==> src/rtl/tohost_mon_pkg.sv <==
// tohost_monitor shared types and helpers.
// State encoding, pass constant and failing-code predicate.
package tohost_mon_pkg;

   typedef enum logic [2:0] {
      ST_IDLE,
      ST_RUN,
      ST_PASS,
      ST_FAIL,
      ST_TMO
   } trk_state_t;

   localparam int unsigned TOHOST_PASS = 1;
   localparam logic [31:0] DEF_TOHOST_ADDR = 32'h8000_1000;
   localparam int MAX_DW = 128;

   // Odd values other than 1 carry a failing test number in the upper bits.
   function automatic logic is_fail(input logic [MAX_DW-1:0] data);
      return data[0] && (data != MAX_DW'(TOHOST_PASS));
   endfunction

endpackage

==> src/rtl/tohost_core_tracker.sv <==
// Per-core tohost tracker: FSM, watchdog counter and fail code.
// The hit input is already qualified by core id and address.
module tohost_core_tracker
   import tohost_mon_pkg::*;
#(
   parameter int          DATA_WIDTH     = 64,
   parameter int unsigned TIMEOUT_CYCLES = 1_000_000,
   parameter int          CNT_WIDTH      = 32
) (
   input  logic                  clk,
   input  logic                  reset,
   input  logic                  en,
   input  logic                  start,
   input  logic                  hit,
   input  logic [DATA_WIDTH-1:0] data,
   output logic                  pass,
   output logic                  fail,
   output logic                  tmo,
   output logic [DATA_WIDTH-2:0] code,
   output logic                  term_next,
   output logic                  fail_next
);

   localparam bit WDOG_EN = (TIMEOUT_CYCLES != 0);
   localparam logic [CNT_WIDTH-1:0] EXPIRE =
      CNT_WIDTH'(TIMEOUT_CYCLES - 1);
   localparam logic [CNT_WIDTH-1:0] CNT_MAX = '1;

   trk_state_t state, state_n;
   logic [CNT_WIDTH-1:0] cnt, cnt_n;
   logic [DATA_WIDTH-2:0] code_n;
   logic hit_pass, hit_fail;

   assign hit_pass = hit && (data == DATA_WIDTH'(TOHOST_PASS));
   assign hit_fail = hit && is_fail(MAX_DW'(data));

   always_ff @(posedge clk) begin
      if (reset) begin
         state <= ST_IDLE;
         cnt   <= '0;
         code  <= '0;
      end else begin
         state <= state_n;
         cnt   <= cnt_n;
         code  <= code_n;
      end
   end

   always_comb begin
      state_n = state;
      cnt_n   = cnt;
      code_n  = code;
      unique case (state)
         ST_IDLE: begin
            if (en && start) begin
               state_n = ST_RUN;
               cnt_n   = '0;
               code_n  = '0;
            end
         end
         ST_RUN: begin
            if (!en) begin
               state_n = ST_IDLE;
               cnt_n   = '0;
            end else begin
               if (start) cnt_n = '0;
               else if (cnt != CNT_MAX) cnt_n = cnt + 1'b1;
               // A terminating hit wins over expiry in the same cycle.
               if (hit_pass) begin
                  state_n = ST_PASS;
               end else if (hit_fail) begin
                  state_n = ST_FAIL;
                  code_n  = data[DATA_WIDTH-1:1];
               end else if (WDOG_EN && !start && cnt == EXPIRE) begin
                  state_n = ST_TMO;
               end
            end
         end
         ST_PASS, ST_FAIL, ST_TMO: begin
            if (en && start) begin
               state_n = ST_RUN;
               cnt_n   = '0;
               code_n  = '0;
            end
         end
         default: state_n = ST_IDLE;
      endcase
   end

   assign pass = (state == ST_PASS);
   assign fail = (state == ST_FAIL) || (state == ST_TMO);
   assign tmo  = (state == ST_TMO);

   assign term_next = (state_n == ST_PASS) || (state_n == ST_FAIL) ||
                      (state_n == ST_TMO);
   assign fail_next = (state_n == ST_FAIL) || (state_n == ST_TMO);

endmodule

==> src/rtl/tohost_monitor.sv <==
// Snoops core write traffic for the tohost mailbox.
// One tracker per core plus aggregate done/fail flags.
module tohost_monitor
   import tohost_mon_pkg::*;
#(
   parameter int              NUM_CORES      = 4,
   parameter int              ADDR_WIDTH     = 32,
   parameter int              DATA_WIDTH     = 64,
   parameter logic [ADDR_WIDTH-1:0] TOHOST_ADDR =
      ADDR_WIDTH'(DEF_TOHOST_ADDR),
   parameter int unsigned     TIMEOUT_CYCLES = 1_000_000,
   parameter int              CNT_WIDTH      = 32,
   localparam int             CORE_W =
      (NUM_CORES > 1) ? $clog2(NUM_CORES) : 1
) (
   input  logic                              clk,
   input  logic                              reset,
   input  logic [NUM_CORES-1:0]              check_en,
   input  logic [NUM_CORES-1:0]              start,
   input  logic                              wr_valid,
   input  logic [CORE_W-1:0]                 wr_core,
   input  logic [ADDR_WIDTH-1:0]             wr_addr,
   input  logic [DATA_WIDTH-1:0]             wr_data,
   output logic [NUM_CORES-1:0]              pass_status,
   output logic [NUM_CORES-1:0]              fail_status,
   output logic [NUM_CORES-1:0]              timeout,
   output logic [NUM_CORES*(DATA_WIDTH-1)-1:0] fail_code,
   output logic                              all_done,
   output logic                              any_fail
);

   logic [NUM_CORES-1:0] hit;
   logic [NUM_CORES-1:0] term_n;
   logic [NUM_CORES-1:0] fail_n;
   logic addr_hit;

   assign addr_hit = wr_valid && (wr_addr == TOHOST_ADDR);

   for (genvar g = 0; g < NUM_CORES; g++) begin : g_core
      // Ids beyond NUM_CORES never match any instance.
      assign hit[g] = addr_hit && (wr_core == CORE_W'(g));

      tohost_core_tracker #(
         .DATA_WIDTH     (DATA_WIDTH),
         .TIMEOUT_CYCLES (TIMEOUT_CYCLES),
         .CNT_WIDTH      (CNT_WIDTH)
      ) u_trk (
         .clk       (clk),
         .reset     (reset),
         .en        (check_en[g]),
         .start     (start[g]),
         .hit       (hit[g]),
         .data      (wr_data),
         .pass      (pass_status[g]),
         .fail      (fail_status[g]),
         .tmo       (timeout[g]),
         .code      (fail_code[g*(DATA_WIDTH-1) +: (DATA_WIDTH-1)]),
         .term_next (term_n[g]),
         .fail_next (fail_n[g])
      );
   end

   always_ff @(posedge clk) begin
      if (reset) begin
         all_done <= 1'b0;
         any_fail <= 1'b0;
      end else begin
         all_done <= (|check_en) && (&(term_n | ~check_en));
         any_fail <= |fail_n;
      end
   end

endmodule
==> config.mk <==
export PLATFORM = sky130hd
export DESIGN_NAME = tohost_monitor
export DESIGN_NICKNAME = d
export VERILOG_FILES = /design/src/rtl/tohost_mon_pkg.sv /design/src/rtl/tohost_core_tracker.sv /design/src/rtl/tohost_monitor.sv
export SDC_FILE = /design/constraint.sdc
export NUM_CORES = 1
export LEC_CHECK = 0
export CORE_UTILIZATION = 60
export CTS_CLUSTER_DIAMETER = 40
export DETAILED_ROUTE_END_ITERATION = 6
export DONT_BUFFER_PORTS = 1
export PLACE_DENSITY = 0.76
export SYNTH_ARGS = -nofsm -noshare
export SYNTH_HDL_FRONTEND = slang
export SYNTH_HIERARCHICAL = 1
export SYNTH_SLANG_ARGS = --single-unit
==> constraint.sdc <==
create_clock -name clk -period 2.6 [get_ports clk]
set_input_delay 0 -clock clk [delete_from_list [all_inputs] [get_ports clk]]
set_output_delay 0 -clock clk [all_outputs]
set_load 0.005 [all_outputs]
==> reports/metrics.yaml <==
synth_most_common_cell: "dfxtp_1"
netlist_area_mm2: 0.01746
p_leak_nw: 7.025
final_cells: 2764
violations: "DRC"
grt-ovfl-total: 0
multiInputGateArea_mm2: 0.008969
finalPower_mw: 13.98
antenna_found_initial: 2
yosys_warnings: 6
die_area_mm2: 0.02979
required_ps: 3090
tritoncts: "built"
max_stage_delay_ps: 580
path_class: "register to register"
dr.first_iter.drc_count: 2159
grt_pass1_vias: 17070
place_congestion: 0.9282
synth_cell_types: 58
synth_edf_count: 0
p_switching_mw: 3.351
die_w_um: 172.6
ant_nets: 0
port_buffers: 0
fin_hold_ws_ps: 29.97
synthFlopType: "dfxtp_1"
max_freq_ghz: 0.3902
dr.pass1.iters: 7
dr_total_vias: 18310
worst_pin_slew_ps: 962.5
clk_pin_slew_ps: 60
grt_pass1_wl_um: 96560
synth_top_cell_by_area: "dfxtp_1"
synthCells: 2179
core_area_mm2: 0.02870
arrival_ps: 3050
ir_drop_uv: 652.4
critPathLaunchType: "register"
io_pins: 375
seqPwrFrac: 0.442
critPathCaptureType: "register"
hpwl_um: 37560
fillCellCount: 2035
ys_seq_area_frac: 0.4517
fin_skew_ps: 13.86
nNetsFinal: 2455
numPlacedInstances: 2479
maxCapViolCount: 0
vias_per_cell: 6.623
drc: 1
synth.area.top_cells: "dfxtp_1 45%, nand3_1 8.7%, a21oi_1 7.9%, nand2_1 7.0%, xnor2_1 5.8%"
layout-drive-gt1-share: 0.08995
post_drt_wl_per_cell_um: 23.39
status: "finished with violations"
p_comb_frac: 0.069
p_per_area_mw_per_mm2: 645.4
synth.avg_cell_area_um2: 8.014
setup_viol: 0
synth_top_area_share: 0.4517
grt_usage: 0.4077
finalHoldViolCount: 0
drt_wl_total_um: 64650
intPower_mw: 10.63
die-height_um: 172.6
layout_worst_path_cycle_share: 0.9857
final.setup.tns_ps: 0
fin_crit_ps: 2563
relSlewSlack: 0.3540
synthTopCellsByCount: "394 x dfxtp_1, 324 x nand2_1, 304 x nand3_1"
initial_core_util: 0.6084
clock_sinks: 394
syn-num-nets: 2292
cts_max_level: 2
seqCellArea_mm2: 0.007891
clk_path_buf_depth: 3
clockRootBuffer: "clkbuf_16"
slowest_stage: "dlygate4sd3_1"
cp_cell_sequence: "nand2b_1 -> nand2_2 -> buf_4 -> o32a_2 -> buf_8 -> nand2_1 -> a21oi_1 -> dlygate4sd3_1"
syn_to_final_growth_pct: 24.08
hp-class: "input port to register"
switching_share: 0.2397
cts_buffers: 47
insertion_delay_ps: 550
ys_async_sr_fraction: 0
postLayoutCoreUtil: 0.7548
ys_ff_latch: 394
drv_slew: 0
pwr-share-clk: 0.489
grt_max_degree: 151
cp_max_fo: 42
rows: 62
-- timing repair --
item | CTS | global route
hold endpoints to repair | 286 | 0
hold buffers | 186 | 0
setup buffers | 0 | 8
endpoints found under the setup margin | 0 | 80
gates resized for setup | 0 | 29
-- per-stage QoR --
step           area, um2  setup slack [ps]
2_1_floorplan      17460             357.1
3_3_place_gp       17910             135.5
3_5_place_dp       17910             83.50
4_1_cts            21410             10.36
5_1_grt            21670            -67.34
6_report           21670             37.28
-- area by class of cell --
type	count	area share
Antenna cell	1	0.0001155
Clock buffer	60	0.05931
Clock inverter	26	0.01565
Inverter	20	0.003465
Multi-Input combinational cell	1617	0.4140
Sequential cell	394	0.3642
Tap cell	384	0.02218
Timing Repair Buffer	262	0.1211
-- worst max-delay path, delay by kind of cell (launching register included) --
| family | cells | cell delay [ps] |
|---|---|---|
| compound gates | 2 | 380 |
| simple gates | 3 | 440 |
| buf+inv | 3 | 1090 |
| flops | 1 | 550 |
-- cell families (layout without fill, tap and decap cells) --
logic type                 after synthesis  count (layout)  synth area share
and+or+nand+nor                       1148            1148            0.3325
xor gates and xnor gates               115             115           0.05768
other                                    0               1                 0
buffers and inverters                  168             368           0.04306
AOI/OAI and AO/OA                      350             350            0.1121
DFF                                    394             394            0.4517
adders and majority gates                4               4          0.002866
-- per-layer routing --
metal / GRT usage / vias to the layer above / share of wire / wire, um
li1: - / 8135 / - / -
met2: 0.6431 / 1262 / 0.45 / 28910
met3: 0.1255 / 346 / 0.13 / 8300
met5: 0 / - / 0.00019 / 12
met1: 0.4816 / 8560 / 0.35 / 22820
met4: 0.2630 / 2 / 0.071 / 4608
-- flip-flops by register name, indices dropped and copies added (netlist names) --
name and cells:
g_core.u_trk/code 252, g_core.u_trk/cnt 128, g_core.u_trk/state 12, all_done 1, any_fail 1
-- final timing paths --
kind | from | to | slack, ps | cells after the start
worst max-delay path | g_core[3].u_trk/state[0] | g_core[3].u_trk/code[36] | 40 | 8
worst min-delay path | wr_core[0] | g_core[2].u_trk/state[0] | 30 | 6
worst max register to register | g_core[3].u_trk/state[0] | g_core[3].u_trk/code[36] | 40 | 8
worst min register to register | g_core[3].u_trk/code[42] | g_core[3].u_trk/code[42] | 470 | 2
-- power groups by stage --
stage / combinational, mW / sequential [mW] / clock (mW)
finish: 0.961 / 6.18 / 6.84
global placement: 0.643 / 6.31 / 0
detailed placement: 0.654 / 6.31 / 0
global route: 1.00 / 6.18 / 7.14
CTS: 0.878 / 6.18 / 6.86
floorplan: 0.509 / 6.28 / 0
-- placed cells by master, fill, tap and decap left out, types with 22 or more instances in the layout --
| cell | Yosys | routed |
|---|---|---|
| a21oi_1 | 276 | 276 |
| nand2_1 | 324 | 320 |
| dfxtp_1 | 394 | 391 |
| clkbuf_16 | 0 | 50 |
| nand4_1 | 49 | 49 |
| dlygate4sd3_1 | 0 | 185 |
| nor4_1 | 136 | 134 |
| nor2_1 | 160 | 160 |
| o21ai_0 | 23 | 22 |
| buf_4 | 7 | 59 |
| nor3_1 | 63 | 63 |
| nor4b_1 | 28 | 24 |
| nand3_1 | 304 | 304 |
| xnor2_1 | 115 | 115 |
(Power assumes the default switching activity.)
